`config.mk`:
```
export PLATFORM = sky130hd
export DESIGN_NAME = apb_reg_arbiter
export DESIGN_NICKNAME = d
export VERILOG_FILES = /design/src/rtl/apb_reg_arbiter.sv
export SDC_FILE = /design/constraint.sdc
export NUM_CORES = 1
export LEC_CHECK = 0
export BUFFER_PORTS_ARGS = -buffer_cell sky130_fd_sc_hd__buf_2
export CAP_MARGIN = 10
export CORE_AREA = 3 3 154 156
export DETAILED_ROUTE_END_ITERATION = 16
export DIE_AREA = 0 0 157 159
export MAX_ROUTING_LAYER = met4
export PLACE_DENSITY = 0.62
export SLEW_MARGIN = 20
export SYNTH_ARGS = -nofsm -noshare
export SYNTH_HDL_FRONTEND = slang
export SYNTH_SLANG_ARGS = --single-unit
```
`constraint.sdc`:
```
create_clock -name clk -period 2.2 [get_ports clk]
set_input_delay 0.22 -clock clk [delete_from_list [all_inputs] [get_ports clk]]
set_output_delay 0.22 -clock clk [all_outputs]
set_load 0.02 [all_outputs]
```
`src/rtl/apb_reg_arbiter.sv`:
```
// rtl/apb_reg_arbiter.sv - round-robin arbiter sharing one APB register bus between requesters
//
// Purpose: grants one of NUM_REQ requesters at a time and runs its transfer
// through APB SETUP/ACCESS. It then returns read data and error status to the
// winner with a one-cycle ack pulse.
//
// Ports:
//   clk, rst_n             clock, asynchronous active-low reset
//   req[NUM_REQ]           per-requester request, held until its ack
//   req_write[NUM_REQ]     1 = write, 0 = read
//   req_addr[NUM_REQ][32]  per-requester address
//   req_wdata[NUM_REQ][32] per-requester write data
//   ack[NUM_REQ]           one-cycle completion pulse, one-hot or zero
//   rsp_rdata[32]          read data of the completed transfer (0 for writes)
//   rsp_err                pslverr / timeout status of the completed transfer
//   psel, penable, pwrite, paddr, pwdata   APB master outputs
//   pready, prdata, pslverr                APB slave responses
//
// Optional feature: define APB_ARB_TIMEOUT_EN to enable the ACCESS-phase timeout.
// The timeout completes the transfer after TIMEOUT_CYCLES ACCESS cycles
// without pready.
module apb_reg_arbiter #(
  parameter int NUM_REQ        = 4,
  parameter int TIMEOUT_CYCLES = 64
) (
  input  logic                     clk,
  input  logic                     rst_n,
  input  logic [NUM_REQ-1:0]       req,
  input  logic [NUM_REQ-1:0]       req_write,
  input  logic [NUM_REQ-1:0][31:0] req_addr,
  input  logic [NUM_REQ-1:0][31:0] req_wdata,
  output logic [NUM_REQ-1:0]       ack,
  output logic [31:0]              rsp_rdata,
  output logic                     rsp_err,
  output logic                     psel,
  output logic                     penable,
  output logic                     pwrite,
  output logic [31:0]              paddr,
  output logic [31:0]              pwdata,
  input  logic                     pready,
  input  logic [31:0]              prdata,
  input  logic                     pslverr
);

  localparam int IDX_W = (NUM_REQ > 1) ? $clog2(NUM_REQ) : 1;
  localparam logic [IDX_W-1:0] LAST_IDX = IDX_W'(NUM_REQ - 1);
  localparam logic [31:0] TIMEOUT_DATA = 32'hBADD_C0DE;

  typedef enum logic [1:0] {
    S_IDLE,
    S_SETUP,
    S_ACCESS
  } state_t;

  state_t              r_state;
  logic [IDX_W-1:0]    r_last_grant;
  logic [IDX_W-1:0]    r_grant;
  logic                r_write;
  logic [31:0]         r_addr;
  logic [31:0]         r_wdata;
  logic [31:0]         r_rdata;
  logic                r_err;
  logic                r_psel;
  logic                r_penable;
  logic [NUM_REQ-1:0]  r_ack;

  logic [NUM_REQ-1:0]  w_eligible;
  logic [NUM_REQ-1:0]  w_grant_oh;
  logic                w_found;
  logic [IDX_W-1:0]    w_pick;
  logic [IDX_W-1:0]    w_cand;

`ifdef APB_ARB_TIMEOUT_EN
  localparam int CNT_W = (TIMEOUT_CYCLES > 255) ? $clog2(TIMEOUT_CYCLES + 1) : 8;
  localparam logic [CNT_W-1:0] CNT_LAST = CNT_W'(TIMEOUT_CYCLES - 1);
  logic [CNT_W-1:0]    r_cnt;
`else
  // TIMEOUT_CYCLES has no effect in this build; only its legal range is referenced.
  if (TIMEOUT_CYCLES < 2) begin : g_timeout_cycles_unused
  end
`endif

  // The requester being acked this cycle may still hold req; keep it out of the search.
  assign w_eligible = req & ~r_ack;
  assign w_grant_oh = NUM_REQ'(1) << r_grant;

  // Round-robin search starting one past the last grant, wrapping at NUM_REQ.
  always_comb begin
    w_found = 1'b0;
    w_pick  = '0;
    w_cand  = '0;
    for (int i = 0; i < NUM_REQ; i++) begin
      w_cand = IDX_W'((int'(r_last_grant) + 1 + i) % NUM_REQ);
      if (!w_found && w_eligible[w_cand]) begin
        w_found = 1'b1;
        w_pick  = w_cand;
      end
    end
  end

  always_ff @(posedge clk or negedge rst_n) begin
    if (!rst_n) begin
      r_state      <= S_IDLE;
      r_last_grant <= LAST_IDX;
      r_grant      <= '0;
      r_write      <= 1'b0;
      r_addr       <= '0;
      r_wdata      <= '0;
      r_rdata      <= '0;
      r_err        <= 1'b0;
      r_psel       <= 1'b0;
      r_penable    <= 1'b0;
      r_ack        <= '0;
`ifdef APB_ARB_TIMEOUT_EN
      r_cnt        <= '0;
`endif
    end else begin
      r_ack <= '0;
      case (r_state)
        S_IDLE: begin
          if (w_found) begin
            r_grant      <= w_pick;
            r_last_grant <= w_pick;
            r_write      <= req_write[w_pick];
            r_addr       <= req_addr[w_pick];
            r_wdata      <= req_wdata[w_pick];
            r_psel       <= 1'b1;
            r_state      <= S_SETUP;
          end
        end
        S_SETUP: begin
          r_penable <= 1'b1;
          r_state   <= S_ACCESS;
`ifdef APB_ARB_TIMEOUT_EN
          r_cnt     <= '0;
`endif
        end
        S_ACCESS: begin
          if (pready) begin
            r_psel    <= 1'b0;
            r_penable <= 1'b0;
            r_ack     <= w_grant_oh;
            r_rdata   <= r_write ? '0 : prdata;
            r_err     <= pslverr;
            r_state   <= S_IDLE;
          end
`ifdef APB_ARB_TIMEOUT_EN
          // r_cnt holds the number of completed ACCESS cycles before this one.
          else if (r_cnt == CNT_LAST) begin
            r_psel    <= 1'b0;
            r_penable <= 1'b0;
            r_ack     <= w_grant_oh;
            r_rdata   <= TIMEOUT_DATA;
            r_err     <= 1'b1;
            r_state   <= S_IDLE;
          end else if (r_cnt != '1) begin
            r_cnt <= r_cnt + 1'b1;
          end
`endif
        end
        default: r_state <= S_IDLE;
      endcase
    end
  end

  assign ack       = r_ack;
  assign rsp_rdata = r_rdata;
  assign rsp_err   = r_err;
  assign psel      = r_psel;
  assign penable   = r_penable;
  assign pwrite    = r_write;
  assign paddr     = r_addr;
  assign pwdata    = r_wdata;

endmodule

```
==> results of run 1 <==
-- Yosys cell counts, drive strengths merged, types with 2 or more instances --
library cell	count	area [µm²]
nor2	4	15.0
dfstp	2	52.6
o211ai	2	15.0
clkbuf	22	101
o21ai	33	165
nand2b	36	240
nor2b	3	26.3
o221ai	68	596
mux2i	131	1310
nand2	108	405
a21oi	5	25.0
inv	4	15.0
dfrtp	108	2700
buf	25	234
-- state kept, by name, summed over array words and instances, names as in the netlist --
signal	cells
paddr	32
pwdata	32
rsp_rdata	32
ack	4
r_grant	2
r_last_grant	2
r_state	2
penable	1
psel	1
pwrite	1
rsp_err	1
-- repair_timing --
action,in CTS,in global routing
resized for setup,0,0
hold buffers,1,0
endpoints found under the hold margin,18,0
setup buffers,0,0
-- cell families (layout without fill, tap and decap cells) --
kind of cell	Yosys count	after routing	share of synthesized area
muxes	131	131	0.220
and+or+nand+nor	158	158	0.122
AOI/OAI and AO/OA	110	110	0.138
DFF	110	110	0.462
buffers and inverters	51	444	0.0587
other	0	3	0
-- metrics by stage --
step                      hold slack [ns]  instance area (µm²)  setup slack (ns)  power [mW]   util
final                              0.0412                 8670             0.147        12.4  0.385
after CTS                          0.0239                 8660             0.123        12.6  0.385
after global placement              0.119                 8330             0.156        10.7  0.370
after global routing               0.0350                 8670            0.0424        13.3  0.385
after floorplan                   -0.0756                 5970             0.417        8.48      -
after detailed placement            0.127                 8330             0.126        10.8  0.370
-- where the power goes --
group / switching, mW / total (mW) / internal [mW]
clock network: 0.904 / 1.74 / 0.832
logic: 4.16 / 7.09 / 2.93
registers: 0.549 / 3.57 / 3.02
total: 5.61 / 12.4 / 6.79
-- critical path, stage by stage (launching register included) --
cell and delay [ns]:
dfrtp_1 0.41, nor2b_4 0.19, o221ai_1 0.20, a21oi_4 0.25, buf_12 0.21, buf_4 0.20
mux2i_1 0.30, o221ai_1 0.16
-- final cells by class --
cell class                      count  area (µm²)  share of cell area
Timing Repair Buffer              424        2330               0.269
Clock buffer                        9         225              0.0260
Clock inverter                      7        95.1              0.0110
Antenna cell                        3        7.51            0.000866
Sequential cell                   110        2760               0.318
Inverter                            4        15.0             0.00173
Multi-Input combinational cell    399        2890               0.333
Tap cell                          285         357              0.0411
-- final timing paths --
| kind | depth (start not counted) | end | slack (ns) | startpoint |
|---|---|---|---|---|
| setup / recovery | 7 | paddr[24] | 0.15 | ack[0] |
| hold / removal | 3 | rsp_err | 0.04 | pslverr |
| setup reg to reg | 7 | paddr[24] | 0.15 | ack[0] |
| hold reg to reg | 2 | rsp_err | 0.49 | rsp_err |
| max in group asynchronous | 3 | paddr[1] | 1.18 | rst_n |
| min in group asynchronous | 2 | rsp_rdata[22] | 0.27 | rst_n |
-- metal layers --
layer | track usage | part of all wire | vias up
li1 | - | - | 2820
met1 | 0.200 | 0.42 | 2671
met2 | 0.270 | 0.48 | 288
met3 | 0.0356 | 0.074 | 32
met4 | 0.0529 | 0.028 | 0
met5 | - | 0 | -
==> impl_metrics.json, run 1 <==
{
  "power_per_cell_area_nw_per_um2": 1430,
  "ioPinCount": 404,
  "syn_to_final_growth_pct": 45.3,
  "cts_root_buf": "clkbuf_16",
  "drc": 0,
  "fin_tns_setup_ns": 0,
  "clk_latency_ns": 0.36,
  "grt_max_degree": 62,
  "ys_seq_elements": 110,
  "placed_cells": 1221,
  "routed_wl_um": 20700,
  "die_x_um": 157,
  "initial_core_util": 0.265,
  "grt_pass1_vias": 5778,
  "crit_path_start_kind": "flop",
  "hold_viol": 0,
  "path_class": "reg -> reg",
  "place.gp.congestion": 0.902,
  "clk_pin_slew_worst_paths_ns": 0.10,
  "antenna_found_initial": 3,
  "synth_nets": 860,
  "finalNonFillerCells": 1241,
  "drt_first_pass_iters": 4,
  "layout.nets": 1248,
  "drt_iter0_markers": 369,
  "period_share": 0.933,
  "rsz0062_at_grt": "false",
  "avgViaCountPerCell": 4.68,
  "vdd_drop_max_uv": 634,
  "grt_pass1_wl_um": 31600,
  "final_cell_mix": "buf_2 (402), mux2i_1 (131), dfrtp_1 (108)",
  "synth_edf_count": 0,
  "ys_warn_count": 0,
  "drive_gt1_frac": 0.472,
  "htree_levels": 3,
  "die_area_um2": 25000,
  "syn_avg_cell_area_um2": 10.7,
  "worstMarginPinSlew_ns": 0.455,
  "num_rows": 55,
  "dpl.hpwl_um": 16100,
  "cts_buffer_depth": 2,
  "post_synth_num_cell_types": 32,
  "synth_area_um2": 5970,
  "core-area_um2": 22500,
  "skew_ns": 0.0204,
  "synth_seq_area_share": 0.462,
  "syn_inst": 560,
  "layout_commonest_cell": "buf_2",
  "hp-class": "in -> reg",
  "synthFlopType": "dfrtp_1",
  "crit_fanout": 18,
  "routedWlPerCell_um": 16.6,
  "end_kind": "flop",
  "final_max_slew_viol_count": 0,
  "outcome": "complete, no violations",
  "ant_nets": 0,
  "cts_tree": "yes",
  "required_ns": 2.42,
  "clock_sinks": 110,
  "cap_viol_max_count": 0,
  "io_buffer_count": 403,
  "vias": 5811,
  "setup_viol": 0,
  "grt_overflow_total": 0,
  "min_period_ns": 2.05,
  "leakage_nw": 4.60,
  "cp.arrival_ns": 2.28,
  "grtUsageTotal": 0.164,
  "ys_async_sr_fraction": 1.00,
  "slew_headroom": 0.697,
  "cts_made_buffers": 9,
  "fillers": 2255,
  "die_h_um": 159,
  "fmaxAchievable_mhz": 487
}
(Power assumes the default switching activity.)
==> inputs of run 2 (changes only) <==
ABC_AREA = 1   (was not set)
CORE_AREA = not set   (was 3 3 154 156)
CORE_MARGIN = 3   (was not set)
CORE_UTILIZATION = 30   (was not set)
DIE_AREA = not set   (was 0 0 157 159)
PLACE_DENSITY = 0.64   (was 0.62)
==> run 2 against run 1 <==
The flow now finishes with violations (setup timing). Worst setup slack worse by 0.24 ns. Count of clock-buffer cells in the layout unchanged. Hold slack better by 0.041 ns. Critical endpoint is now pwdata[1]. Largest cell class unchanged. Highest routed layer unchanged.
==> impl_metrics.json, run 2 <==
{
  "outcome": "finished, violations left",
  "violations": "setup timing",
  "cp.arrival_ns": 2.54,
  "synth_top_area_share": 0.350,
  "avgViaCountPerCell": 4.68,
  "grt_overflow_total": 0,
  "synth_area_um2": 7720,
  "synth_edf_count": 0,
  "post_synth_num_cell_types": 23,
  "leakage_nw": 7.52,
  "synthAdderAreaFrac": 0,
  "htree_levels": 3,
  "vias": 9580,
  "drc": 0,
  "period_share": 1.04,
  "finalPower_mw": 25.2,
  "synth_xor_area_frac": 0,
  "hp-class": "in -> reg",
  "cap_viol_max_count": 0,
  "yosysTopAreaCell": "dfrtp_1",
  "synth.most_common_cell": "nand2_1",
  "num_rows": 58,
  "ys_seq_elements": 110,
  "syn_avg_cell_area_um2": 6.02,
  "die_x_um": 166,
  "final_max_slew_viol_count": 0,
  "die_h_um": 166,
  "ys_async_sr_fraction": 1.00,
  "ys_warn_count": 0,
  "syn_inst": 1282,
  "grt_max_degree": 47,
  "synth_seq_area_share": 0.357,
  "dpl.hpwl_um": 22300,
  "routed_wl_um": 32700,
  "drt_first_pass_iters": 7,
  "place.gp.congestion": 0.929,
  "path_class": "reg -> reg",
  "worstMarginPinSlew_ns": 0.596,
  "fillers": 2576,
  "vdd_drop_max_uv": 929,
  "rsz0062_at_grt": "true",
  "final_cell_mix": "nand2_1 (457), buf_2 (402), inv_1 (270)",
  "synth_top_family_by_area": "simple AND/OR/NAND/NOR gates",
  "clock_sinks": 110,
  "die_area_um2": 27700,
  "ioPinCount": 404,
  "grt_pass1_wl_um": 46800,
  "clk_pin_slew_worst_paths_ns": 0.09,
  "ant_nets": 0,
  "synthFlopType": "dfrtp_1",
  "end_kind": "flop",
  "routed-wl-met3_um": 2240,
  "dr.max_layer_used": "met4",
  "cts_tree": "yes",
  "synth-compound-area-share": 0.0277,
  "initial_core_util": 0.306,
  "setup_viol": 57,
  "synth_mux_area_frac": 0.00146,
  "syn_to_final_growth_pct": 56.0,
  "io_buffer_count": 403,
  "synth_nets": 1582,
  "fmaxAchievable_mhz": 437,
  "crit_path_start_kind": "flop",
  "drt-met1-wl_um": 13000,
  "slew_headroom": 0.601,
  "skew_ns": 0.0123,
  "cts_made_buffers": 9,
  "hold_viol": 0,
  "routedWlPerCell_um": 16.0,
  "crit_fanout": 20,
  "min_period_ns": 2.29,
  "cts_buffer_depth": 2,
  "required_ns": 2.45,
  "ys_top_cells_by_area": "dfrtp_1 (35%), nand2_1 (23%), nand3_1 (18%)",
  "power_per_cell_area_nw_per_um2": 2090,
  "synth-simple-area-share": 0.428,
  "drive_gt1_frac": 0.360,
  "grt_pass1_vias": 8985,
  "layout_commonest_cell": "nand2_1",
  "cts_root_buf": "clkbuf_16",
  "core-area_um2": 25300,
  "holdWs_ns": 0.0817,
  "grtUsageTotal": 0.215,
  "synthTopCellsByCount": "nand2_1 (481), nand3_1 (276), inv_1 (272)",
  "fin_ws_ns": -0.0886,
  "layout.nets": 2005,
  "clk_latency_ns": 0.36,
  "drt_iter0_markers": 623,
  "antenna_found_initial": 5,
  "route.met2.wl_um": 16000
}
## run 2: cell count changes in the layout (fill, tap and decap cells not counted), sizes merged, moves of 11 or more
cell	previous run	this run
clkbuf	9	20
o221ai	68	0
nand2b	36	0
mux2i	131	0
nand3	0	277
buf	423	479
inv	7	279
nand2	108	486
## run 2: what timing repair did
| item | in CTS | in global routing |
|---|---|---|
| hold buffers | 1 | 0 |
| hold endpoints to repair | 34 | 0 |
| gates resized for setup | 36 | 109 |
| setup endpoints to repair | 62 | 70 |
| pin swaps | 11 | 45 |
| setup buffers | 9 | 9 |
| gates cloned | 6 | 13 |
## run 2: critical path, stage by stage (launching register included)
cell	delay [ns]
dfstp_2	0.60
clkinv_4	0.14
nand3_4	0.14
nand3_4	0.08
nand2_4	0.10
inv_2	0.04
o21ai_2	0.16
nand3_4	0.16
nand2_8	0.17
buf_12	0.19
nand2_1	0.10
nand3_1	0.11
nand2_1	0.07
nand2_1	0.06
nand2_1	0.05
## run 2: path summary, 6_finish.rpt
kind	start	to	slack, ns	cells after the start
hold / removal	pslverr	rsp_err	0.08	2
min in group asynchronous	rst_n	rsp_rdata[12]	0.38	2
setup / recovery	r_last_grant[0]	pwdata[1]	-0.09	14
hold reg to reg	r_grant[0]	ack[2]	0.46	1
setup reg to reg	r_last_grant[0]	pwdata[1]	-0.09	14
max in group asynchronous	rst_n	paddr[29]	0.98	3
## run 2: final cells by class
class	instances	area, µm²	share of cell area
Multi-Input combinational cell	816	4100	0.340
Timing Repair Buffer	493	3420	0.284
Antenna cell	5	12.5	0.00104
Sequential cell	110	2760	0.229
Tap cell	330	413	0.0343
Clock inverter	7	80.1	0.00665
Inverter	275	1040	0.0867
Clock buffer	9	225	0.0187
## run 2: per-layer routing
layer / GRT usage / vias to the layer above
li1: - / 4697
met1: 0.250 / 4350
met2: 0.369 / 452
met3: 0.0394 / 81
met4: 0.0843 / 0
met5: - / -
## run 2: logic make-up (layout without fill, tap and decap cells)
group / count (synthesis) / after routing
other: 0 / 5
flip-flops: 110 / 110
multiplexers: 1 / 1
buffers and inverters: 356 / 784
AND/OR/NAND/NOR: 773 / 773
AO/OA/AOI/OAI: 42 / 42
## run 2: power by group
part | internal (mW) | switching (mW)
logic | 8.37 | 11.5
clock network | 0.822 | 0.904
registers | 3.03 | 0.572
## run 2: stage by stage
stage	setup TNS [ns]	area, µm²	setup slack, ns	util	instances
6_report	-2.07	12000	-0.0886	0.477	2045
2_1_floorplan	0	7720	0.168	-	1282
4_1_cts	-0.0621	11100	-0.0249	0.441	2018
3_5_place_dp	-2.47	10400	-0.140	0.413	1986
5_1_grt	-11.68	12000	-0.216	0.477	2045
3_3_place_gp	-0.680	10400	-0.113	0.413	1986
